## config.mk

```make
export PLATFORM = sky130hd
export DESIGN_NAME = cgs_ila_rx_fsm
export DESIGN_NICKNAME = d
export VERILOG_FILES = /design/src/rtl/jesd_rx_pkg.sv /design/src/rtl/jesd_rx_err_report.sv /design/src/rtl/cgs_ila_rx_fsm.sv
export SDC_FILE = /design/constraint.sdc
export NUM_CORES = 1
export LEC_CHECK = 0
export CAP_MARGIN = 20
export CORE_AREA = 2 2 109 85
export CTS_BUF_LIST = sky130_fd_sc_hd__clkbuf_4
export DETAILED_ROUTE_END_ITERATION = 6
export DIE_AREA = 0 0 111 87
export GPL_TIMING_DRIVEN = 0
export PLACE_DENSITY = 0.54
export SLEW_MARGIN = 20
export SYNTH_ARGS = -nofsm -noshare
export SYNTH_HDL_FRONTEND = slang
export SYNTH_SLANG_ARGS = --single-unit
```

## constraint.sdc

```tcl
create_clock -name clk -period 3 [get_ports clk]
set_clock_uncertainty 0.15 [all_clocks]
set_input_delay 0.3 -clock clk [delete_from_list [all_inputs] [get_ports clk]]
set_output_delay 0.3 -clock clk [all_outputs]
set_load 0.05 [all_outputs]
```

## src/rtl/jesd_rx_pkg.sv

```systemverilog
// Shared JESD204B receive-side definitions: link states, control characters,
// link multiplexer encodings and the error-report sub-FSM states.
package jesd_rx_pkg;

  typedef enum logic [2:0] {
    ST_CS_INIT    = 3'd0,
    ST_CS_CHECK   = 3'd1,
    ST_ILA_WAIT_R = 3'd2,
    ST_ILA_RECV   = 3'd3,
    ST_DATA       = 3'd4
  } rx_state_e;

  typedef enum logic [1:0] {
    RPT_IDLE  = 2'd0,
    RPT_ARMED = 2'd1,
    RPT_LOW   = 2'd2
  } rpt_state_e;

  typedef enum logic [1:0] {
    LINK_MUX_DATA = 2'd0,
    LINK_MUX_CGS  = 2'd1,
    LINK_MUX_ILA  = 2'd2
  } link_mux_e;

  localparam logic [7:0] K28_5 = 8'hBC;
  localparam logic [7:0] K28_0 = 8'h1C;
  localparam logic [7:0] K28_3 = 8'h7C;
  localparam logic [7:0] K28_4 = 8'h9C;

  function automatic logic is_ctrl(input logic ok, input logic k,
                                   input logic [7:0] ch, input logic [7:0] code);
    return ok & k & (ch == code);
  endfunction

endpackage

```

## src/rtl/jesd_rx_err_report.sv

```systemverilog
// SYNC~ error-report timer: once armed, pulls SYNC~ low from the next frame
// boundary for ERR_REPORT_FRAMES frame periods. New arms are ignored while busy.
module jesd_rx_err_report
  import jesd_rx_pkg::*;
#(
  parameter int unsigned ERR_REPORT_FRAMES = 2
) (
  input  logic clk,
  input  logic rst_n,
  input  logic i_clr,
  input  logic i_arm,
  input  logic i_frame_clk,
  output logic o_sync_low
);

  localparam int unsigned FW = $clog2(ERR_REPORT_FRAMES + 1);
  localparam logic [FW-1:0] F_LAST = FW'(ERR_REPORT_FRAMES - 1);

  rpt_state_e    state_q, state_d;
  logic [FW-1:0] frames_q, frames_d;

  always_comb begin
    state_d  = state_q;
    frames_d = frames_q;
    if (i_clr) begin
      state_d  = RPT_IDLE;
      frames_d = '0;
    end else begin
      case (state_q)
        RPT_IDLE:  if (i_arm) state_d = RPT_ARMED;
        RPT_ARMED: begin
          if (i_frame_clk) begin
            state_d  = RPT_LOW;
            frames_d = '0;
          end
        end
        RPT_LOW: begin
          // The strobe that started the report is not counted; the report
          // ends on the ERR_REPORT_FRAMES-th strobe after it.
          if (i_frame_clk) begin
            if (frames_q == F_LAST) begin
              state_d  = RPT_IDLE;
              frames_d = '0;
            end else begin
              frames_d = frames_q + FW'(1);
            end
          end
        end
        default: begin
          state_d  = RPT_IDLE;
          frames_d = '0;
        end
      endcase
    end
  end

  always_ff @(posedge clk or negedge rst_n) begin
    if (!rst_n) begin
      state_q  <= RPT_IDLE;
      frames_q <= '0;
    end else begin
      state_q  <= state_d;
      frames_q <= frames_d;
    end
  end

  assign o_sync_low = (state_q == RPT_LOW);

endmodule

```

## src/rtl/cgs_ila_rx_fsm.sv

```systemverilog
// JESD204B receive lane link controller: CGS, ILA checking, DATA gating and
// SYNC~ error reporting. All outputs are registered one cycle after the input.
module cgs_ila_rx_fsm
  import jesd_rx_pkg::*;
#(
  parameter int unsigned K_CNT_THRESH      = 4,
  parameter int unsigned BAD_CNT_THRESH    = 4,
  parameter int unsigned ERR_REPORT_FRAMES = 2
) (
  input  logic       clk,
  input  logic       rst_n,
  input  logic       frame_clk,
  input  logic       lmfc_clk,
  input  logic       i_char_valid,
  input  logic [7:0] i_char,
  input  logic       i_is_k,
  input  logic       i_disp_err,
  input  logic       i_nit_err,
  input  logic       i_link_reinit,
  input  logic [7:0] i_ila_multiframe_length,
  output logic       o_sync_n,
  output logic [2:0] o_state,
  output logic       o_data_valid,
  output logic       o_ila_done,
  output logic       o_ila_err,
  output logic [7:0] o_err_cnt
);

  localparam int unsigned KW = $clog2(K_CNT_THRESH + 1);
  localparam int unsigned BW = $clog2(BAD_CNT_THRESH + 1);
  localparam logic [KW-1:0] K_LAST = KW'(K_CNT_THRESH - 1);
  localparam logic [BW-1:0] B_LAST = BW'(BAD_CNT_THRESH - 1);

  rx_state_e     state_q, state_d;
  logic [KW-1:0] k_cnt_q, k_cnt_d;
  logic [BW-1:0] bad_cnt_q, bad_cnt_d, bad_next;
  logic [8:0]    mf_cnt_q, mf_cnt_d;
  logic [8:0]    lmfc_to_q, lmfc_to_d;
  logic          sync_q, sync_d;
  logic          data_valid_q, data_valid_d;
  logic          ila_done_q, ila_done_d;
  logic          ila_err_q, ila_err_d;
  logic [7:0]    err_cnt_q, err_cnt_d;
  logic          go_init, rpt_arm, rpt_low;

  // Handshake: i_char_valid qualifies every char input for that cycle only;
  // o_data_valid qualifies the same octet one cycle later. No backpressure.
  logic char_bad, char_ok, is_k28_5, is_r, is_a, bad_hit, ila_complete;
  logic [8:0] ila_last, to_inc, to_lim;

  assign char_bad = i_char_valid & (i_disp_err | i_nit_err);
  assign char_ok  = i_char_valid & ~char_bad;
  assign is_k28_5 = is_ctrl(char_ok, i_is_k, i_char, K28_5);
  assign is_r     = is_ctrl(char_ok, i_is_k, i_char, K28_0);
  assign is_a     = is_ctrl(char_ok, i_is_k, i_char, K28_3);
  assign bad_next = char_bad ? (bad_cnt_q + BW'(1)) : (i_char_valid ? '0 : bad_cnt_q);
  assign bad_hit  = char_bad & (bad_cnt_q == B_LAST);

  assign ila_last     = {1'b0, i_ila_multiframe_length};
  assign to_inc       = lmfc_to_q + 9'd1;
  assign to_lim       = ila_last + 9'd2;
  assign ila_complete = is_a & (mf_cnt_q == ila_last);

  always_comb begin
    state_d      = state_q;
    k_cnt_d      = k_cnt_q;
    bad_cnt_d    = bad_cnt_q;
    mf_cnt_d     = mf_cnt_q;
    lmfc_to_d    = lmfc_to_q;
    sync_d       = sync_q;
    data_valid_d = 1'b0;
    ila_done_d   = 1'b0;
    ila_err_d    = 1'b0;
    err_cnt_d    = err_cnt_q;
    go_init      = 1'b0;
    rpt_arm      = 1'b0;

    case (state_q)
      ST_CS_INIT: begin
        sync_d = 1'b0;
        if (is_k28_5) begin
          if (k_cnt_q == K_LAST) begin
            state_d = ST_CS_CHECK;
            k_cnt_d = '0;
          end else begin
            k_cnt_d = k_cnt_q + KW'(1);
          end
        end else if (i_char_valid) begin
          k_cnt_d = '0;
        end
      end
      ST_CS_CHECK: begin
        bad_cnt_d = bad_next;
        if (bad_hit) begin
          go_init = 1'b1;
        end else if (lmfc_clk) begin
          sync_d  = 1'b1;
          state_d = ST_ILA_WAIT_R;
        end
      end
      ST_ILA_WAIT_R: begin
        bad_cnt_d = bad_next;
        if (bad_hit) begin
          go_init = 1'b1;
        end else if (char_ok && !is_k28_5) begin
          if (is_r) begin
            state_d   = ST_ILA_RECV;
            mf_cnt_d  = '0;
            lmfc_to_d = '0;
          end else begin
            ila_err_d = 1'b1;
            go_init   = 1'b1;
          end
        end
      end
      ST_ILA_RECV: begin
        if (char_bad) begin
          ila_err_d = 1'b1;
          go_init   = 1'b1;
        end else begin
          if (is_a) mf_cnt_d = mf_cnt_q + 9'd1;
          if (lmfc_clk) lmfc_to_d = to_inc;
          // A completing /A/ takes precedence over a timeout in the same cycle.
          if (ila_complete) begin
            ila_done_d = 1'b1;
            state_d    = ST_DATA;
          end else if (lmfc_clk && (to_inc > to_lim)) begin
            ila_err_d = 1'b1;
            go_init   = 1'b1;
          end
        end
      end
      ST_DATA: begin
        data_valid_d = char_ok;
        if (char_bad) begin
          err_cnt_d = (err_cnt_q == 8'hFF) ? err_cnt_q : (err_cnt_q + 8'd1);
          rpt_arm   = 1'b1;
        end
      end
      default: go_init = 1'b1;
    endcase

    if (i_link_reinit) begin
      go_init      = 1'b1;
      data_valid_d = 1'b0;
      ila_done_d   = 1'b0;
      ila_err_d    = 1'b0;
      err_cnt_d    = err_cnt_q;
      rpt_arm      = 1'b0;
      k_cnt_d      = '0;
    end

    if (go_init) begin
      state_d   = ST_CS_INIT;
      sync_d    = 1'b0;
      k_cnt_d   = '0;
      bad_cnt_d = '0;
      mf_cnt_d  = '0;
      lmfc_to_d = '0;
    end
  end

  always_ff @(posedge clk or negedge rst_n) begin
    if (!rst_n) begin
      state_q      <= ST_CS_INIT;
      k_cnt_q      <= '0;
      bad_cnt_q    <= '0;
      mf_cnt_q     <= '0;
      lmfc_to_q    <= '0;
      sync_q       <= 1'b0;
      data_valid_q <= 1'b0;
      ila_done_q   <= 1'b0;
      ila_err_q    <= 1'b0;
      err_cnt_q    <= '0;
    end else begin
      state_q      <= state_d;
      k_cnt_q      <= k_cnt_d;
      bad_cnt_q    <= bad_cnt_d;
      mf_cnt_q     <= mf_cnt_d;
      lmfc_to_q    <= lmfc_to_d;
      sync_q       <= sync_d;
      data_valid_q <= data_valid_d;
      ila_done_q   <= ila_done_d;
      ila_err_q    <= ila_err_d;
      err_cnt_q    <= err_cnt_d;
    end
  end

  // The report timer only runs in DATA; leaving DATA discards any pending report.
  jesd_rx_err_report #(
    .ERR_REPORT_FRAMES(ERR_REPORT_FRAMES)
  ) u_err_report (
    .clk        (clk),
    .rst_n      (rst_n),
    .i_clr      (state_q != ST_DATA),
    .i_arm      (rpt_arm),
    .i_frame_clk(frame_clk),
    .o_sync_low (rpt_low)
  );

  assign o_sync_n     = sync_q & ~rpt_low;
  assign o_state      = state_q;
  assign o_data_valid = data_valid_q;
  assign o_ila_done   = ila_done_q;
  assign o_ila_err    = ila_err_q;
  assign o_err_cnt    = err_cnt_q;

endmodule

```

# --- After elaboration in Yosys (flattened, before gate mapping) ---
# Index checks and enable logic that the tools add are counted.
totals:
  register_bits: 43
  latchBits: 0
  ram_bits: 0
  rom_bits: 0
  word_cells: 155
  n_memories: 0
classes:
  addsub: 7
  n_mul: 0
  n_div: 0
  n_lt_le_gt_ge: 1
  eq_ne: 31
  shift: 0
  muxes: 67
  bitwise_logic: 14
  reduce_logical: 23
op_table:
  columns: ["cell", "n"]
  rows:
  - ["9-bit two-way mux", 9]
  - ["3-bit two-way mux", 19]
  - ["3-bit inequality test, second input constant", 12]
  - ["9-bit one-hot mux with 2 select lines", 2]
  - ["1-bit two-way mux", 22]
  - ["9-bit by 1-bit adder with 9-bit output, second input constant", 2]
  - ["2-bit two-way mux", 9]
  - ["8-bit == test, second input constant", 2]
  - ["3-bit by 2-bit == test with 1-bit output, second input constant", 4]
  - ["2-bit one-hot mux with 3 select lines", 2]
  - ["3-bit one-hot mux with 4 select lines", 1]
  - ["6-bit AND reduction", 2]
  - ["3-bit nonzero test", 4]
  - ["10-bit AND reduction", 1]
  - ["8-bit by 2-bit adder with 9-bit output, second input constant", 1]
  - ["1-bit bitwise AND", 9]
  - ["9-bit by 8-bit == test with 1-bit output", 1]
  - ["9-bit greater-than comparator", 1]
  - ["3-bit by 2-bit inequality test with 1-bit output, second input constant", 3]
  - ["8-bit by 1-bit adder with 8-bit output, second input constant", 1]
  - ["8-bit by 5-bit == test with 1-bit output, second input constant", 1]
  - ["8-bit by 7-bit == test with 1-bit output, second input constant", 1]
  - ["4-bit AND reduction", 2]
  - ["3-bit by 1-bit adder with 3-bit output, second input constant", 2]
  - ["other kinds (21)", 30]

# --- Longest topological paths before layout ---
logic_depth:
  word_depth: 14
  depth_mapped: 11

# --- Hierarchy ---
# A second synthesis with hierarchy kept.
unflattened:
  cells_unflattened: 311
  hier_area_um2: 2785.2
modules_own_cells:
  columns: ["mod", "n_inst", "cells_each", "area_each_um2", "seq_area_each_um2"]
  rows:
  - ["cgs_ila_rx_fsm", 1, 291, 2588.7, 975.9]
  - ["jesd_rx_err_report", 1, 20, 196.4, 100.1]

# --- Least setup slack after synthesis ---
# Ideal clock, no wire load.
synth_timing:
  kind: "register to register"
  start: "register lmfc_to_q[0]"
  end: "register mf_cnt_q[8]"
  arrival_time_ns: 2.621
  required_time_ns: 2.718
  slack_ns: 0.097
  path_stages_with_launch: 12
  path_buffers: 1
  period_less_slack_ns: 2.903
  path_cell_list: "dfrtp_1 -> ha_1 -> nand3_1 -> nor3_1 -> xor2_1 -> ha_1 -> nand4_1 -> nor4_1 -> a2111oi_2 -> o31ai_4 -> buf_6 -> nor3_2"
synth_via:
  elab_chain_len: 10
  elab_cells_between_ends: 16
  classes_between: "add/sub: 1; order compare: 1; eq/ne: 5; mux: 6; reduce/logical: 3"
synth_lines:
  columns: ["element", "line", "text"]
  rows:
  - ["start, declared", "cgs_ila_rx_fsm.sv:38", "logic [8:0] lmfc_to_q, lmfc_to_d;"]
  - ["start signal, assigned", "cgs_ila_rx_fsm.sv:180", "lmfc_to_q <= lmfc_to_d;"]
  - ["9-bit by 1-bit adder with 9-bit output (*)", "cgs_ila_rx_fsm.sv:60", "assign to_inc = lmfc_to_q + 9'd1;"]
  - ["9-bit greater-than comparator (*)", "cgs_ila_rx_fsm.sv:127", "end else if (lmfc_clk && (to_inc > to_lim)) begin"]
  - ["1-bit logical AND (*)", "cgs_ila_rx_fsm.sv:127", null]
  - ["1-bit two-way mux (*)", "cgs_ila_rx_fsm.sv:127", null]
  - ["1-bit two-way mux (*)", "cgs_ila_rx_fsm.sv:124", "if (ila_complete) begin"]
  - ["1-bit two-way mux (*)", "cgs_ila_rx_fsm.sv:117", "if (char_bad) begin"]
  - ["1-bit one-hot mux with 4 select lines (*)", "cgs_ila_rx_fsm.sv:78", "case (state_q)"]
  - ["1-bit two-way mux (*)", "cgs_ila_rx_fsm.sv:143", "if (i_link_reinit) begin"]
  - ["3-bit inequality test (no line) / 3-bit nonzero test (equally long branches)", null, null]
  - ["6-bit AND reduction (no line)", null, null]
  - ["end signal, assigned", "cgs_ila_rx_fsm.sv:179", "mf_cnt_q <= mf_cnt_d;"]
  - ["end, declared", "cgs_ila_rx_fsm.sv:37", "logic [8:0] mf_cnt_q, mf_cnt_d;"]
# Every way passes the cells marked *; elsewhere a longest branch is shown, timed or not.
# A chain may end at the register's enable or synchronous reset.

# --- Worst setup path after layout ---
layout_timing:
  start: "register lmfc_to_q[1]"
  end: "register sync_q"
layout_via:
  elab_chain_len: 10
  elab_cells_between_ends: 13
  classes_between: "add/sub: 1; order compare: 1; eq/ne: 2; mux: 6; reduce/logical: 3"
layout_lines:
  columns: ["element", "line", "text"]
  rows:
  - ["9-bit by 1-bit adder with 9-bit output (*)", "cgs_ila_rx_fsm.sv:60", null]
  - ["9-bit greater-than comparator (*)", "cgs_ila_rx_fsm.sv:127", null]
  - ["1-bit logical AND (*)", "cgs_ila_rx_fsm.sv:127", null]
  - ["1-bit two-way mux (*)", "cgs_ila_rx_fsm.sv:127", null]
  - ["1-bit two-way mux (*)", "cgs_ila_rx_fsm.sv:124", null]
  - ["1-bit two-way mux (*)", "cgs_ila_rx_fsm.sv:117", null]
  - ["1-bit one-hot mux with 4 select lines (*)", "cgs_ila_rx_fsm.sv:78", null]
  - ["1-bit two-way mux (*)", "cgs_ila_rx_fsm.sv:143", null]
  - ["3-bit inequality test (no line) / 3-bit nonzero test (equally long branches)", null, null]
  - ["3-bit AND reduction (no line)", null, null]
  - ["end signal, assigned", "cgs_ila_rx_fsm.sv:181", "sync_q <= sync_d;"]
  - ["end, declared", "cgs_ila_rx_fsm.sv:39", "logic sync_q, sync_d;"]
# Marked as above.

==> flow_metrics.tcl <==
set metrics [dict create \
    port_buffers 39 \
    finalSetupTns_ns 0 \
    r2r-start "lmfc_to_q[1]" \
    cp.arrival_ns 2.98 \
    synth_top_cell_by_area "dfrtp_1" \
    status "complete, no violations" \
    required_ns 3.11 \
    final_cell_mix "dfrtp_1 (41), nor2_1 (39), clkdlybuf4s50_1 (37), nand2_1 (28), a21oi_1 (23)" \
    slowest_stage "dfrtp_1" \
    clk_path_buf_depth 2 \
    htreeDepth 2 \
    slew_headroom_pct 48.2 \
    hpwl_um 5520 \
    die-area_mm2 0.00966 \
    synth_edf_count 0 \
    post-route-period-util_pct 95.7 \
    ys_ff_latch 43 \
    drive_above_1_share_pct 15.8 \
    hold_class "input pin to asynchronous set/reset pin" \
    grt_pass1_wl_um 12200 \
    finalWeightedCongestion 0.783 \
    drv_cap 0 \
    ys_types 59 \
    start_util_pct 34.0 \
    clock.fmax_ghz 0.348 \
    grt_pass1_vias 2522 \
    syn_area_per_cell_um2 8.95 \
    via_per_inst 5.09 \
    final_util_pct 44.2 \
    end_kind "register" \
    drt_iter0_drc 142 \
    fill_cells 852 \
    nets 433 \
    firstDrtPassIters 4 \
    cp_common_cell "buf_6" \
    final-seq-area_mm2 0.00108 \
    worst_slew_pin_slew_ns 0.773 \
    drc 0 \
    die_width_um 111 \
    slew_violations 0 \
    cellPowerDensity_mw_per_mm2 287 \
    synth.area.top_cells "dfrtp_1 (37%), ha_1 (6.8%), xor2_1 (5.4%)" \
    n_antenna_cell 0 \
    ioPinCount 40 \
    fin_ws_ns 0.130 \
    worstPathCellList "ha_4 -> nand3_2 -> nor3_2 -> xor2_1 -> ha_1 -> nand4_1 -> buf_4 -> nor3_1 -> a21o_1 -> o31ai_4 -> buf_6 -> buf_6 -> nor2_1" \
    synth_fp_nets 370 \
    synthesis.area_mm2 0.00295 \
    grt_max_degree 28 \
    wire_per_inst_um 14.7 \
    ff2ff_setup_slack_ns 0.13 \
    hold_violations 0 \
    ir_drop_v 0.000149 \
    crit_end "sync_q" \
    crit_fanout 10 \
    critPathLaunchType "register" \
    areaGrowthSynthToFinish_pct 30.2 \
    synthCells 329 \
    wl_um 7440 \
    root_buffer "clkbuf_4" \
    multi_input_area_mm2 0.00188 \
    yosys_most_used_dff "dfrtp_1" \
    r2r-end "sync_q" \
    grt_use_total_pct 15.6 \
    clkLatencyLatePin_ns 0.37 \
    rows 30 \
    synth_top_cell_area_share_pct 36.5 \
    core_mm2 0.00867 \
    path_clk_slew_ns 0.15 \
    cts.sinks 43 \
    antenna_found_initial 0 \
    final_common_cell "dfrtp_1" \
    num_vias 2571 \
    min_period_ns 2.87 \
    grt.overflow.total 0 \
    cts_buffers 5 \
    ff2ff_path_depth 13 \
    p_leak_nw 1.61 \
    die_h_um 87 \
    post-place-ws_ns -0.484 \
    rsz0062_at_grt "yes" \
    ys_seq_area_share_pct 36.5 \
    synth-async-reset-ratio_pct 100 \
    cp-startpoint "lmfc_to_q[1]" \
    ant_nets 0 \
    slowest_delay_ns 0.43 \
    worstSetupPathType "register to register" \
    setup_violations 0 \
    synth_warnings 0 \
    cts_tree "yes" \
]
==> synth_stat cells (5+ instances only) <==
cell type and number:
dfrtp_1 43, nor2_1 39, nand2_1 28, a21oi_1 23, nand3_1 18, xor2_1 18, xnor2_1 17, ha_1 16
nor3_1 15, o21ai_0 10, nor4_1 8, inv_1 7, nand3b_1 6, and2_1 5, clkbuf_1 5, nand2b_1 5
nor2b_1 5, or3_1 5
==> layer usage <==
metal	track usage (%)	vias to the layer above	routed length, um
li1	-	1299	-
met1	22.9	1234	3960
met2	24.3	34	3210
met3	2.99	4	218
met4	2.73	0	48
met5	0	-	0
==> worst min path at each step <==
stage	startpoint	end	slack [ns]	cells after the start
after global placement	o_err_cnt[7]	o_err_cnt[7]	0.33	1
after global routing	rst_n	u_err_report.frames_q[0]	0.25	2
after CTS	rst_n	mf_cnt_q[4]	0.24	2
after floorplan	rst_n	bad_cnt_q[0]	-0.15	0
after detailed placement	rst_n	mf_cnt_q[6]	0.12	1
final	rst_n	mf_cnt_q[4]	0.23	2
==> state kept, by name, indices dropped and copies added, names as in the netlist, 2 cells and up <==
register / cells
bad_cnt_q: 3
k_cnt_q: 3
mf_cnt_q: 9
lmfc_to_q: 9
o_state: 3
u_err_report.frames_q: 2
o_err_cnt: 8
u_err_report.state_q: 2
==> critical path, delay by kind of cell, from the launching register on <==
| kind | cells | cell delay [ns] |
|---|---|---|
| xor+xnor | 1 | 0.25 |
| fa+ha+maj | 2 | 0.45 |
| buf+inv | 3 | 0.46 |
| simple gates | 5 | 0.54 |
| compound gates | 2 | 0.48 |
| flops | 1 | 0.43 |
==> cells by family after synthesis <==
| kind of cell | synth area share [%] |
|---|---|
| AO/OA/AOI/OAI | 12.4 |
| XOR/XNOR | 10.4 |
| adder cells (fa/ha/maj) | 6.80 |
| buffers and inverters | 3.40 |
| flip-flops | 36.5 |
| multiplexers | 0.722 |
| AND/OR/NAND/NOR | 29.7 |
==> report_power, final <==
part	total [W]	switching (W)	leakage [nW]	internal, W
clock network	0.000377	0.000205	0.0426	0.000172
logic	0.000139	0.0000726	0.977	0.0000667
registers	0.000582	0.00000153	0.592	0.000581
==> per-stage QoR <==
stage / instances / hold WS [ns] / cell area, um^2 / power, W
floorplan: 329 / -0.146 / 2950 / 0.000645
finish: 505 / 0.231 / 3830 / 0.00110
detailed placement: 481 / 0.116 / 3490 / 0.000719
global route: 505 / 0.252 / 3830 / 0.00115
global placement: 480 / 0.333 / 3480 / 0.000716
CTS: 500 / 0.240 / 3730 / 0.00111
==> what timing repair did <==
action	4_1_cts	5_1_grt
pin swaps	6	11
endpoints found under the setup margin	28	28
hold endpoints to repair	16	0
hold buffers	1	0
resized for setup	12	12
setup buffers	10	6
==> area by class of cell <==
cell class / count / area share, %
repair buffers: 57 / 14.6
clock inverters: 3 / 1.01
clock buffers: 5 / 0.979
multi-input cells: 267 / 48.9
plain buffers: 11 / 2.06
flip-flops and latches: 43 / 28.1
inverters: 7 / 0.685
well taps: 112 / 3.66
(Power assumes the default switching activity.)
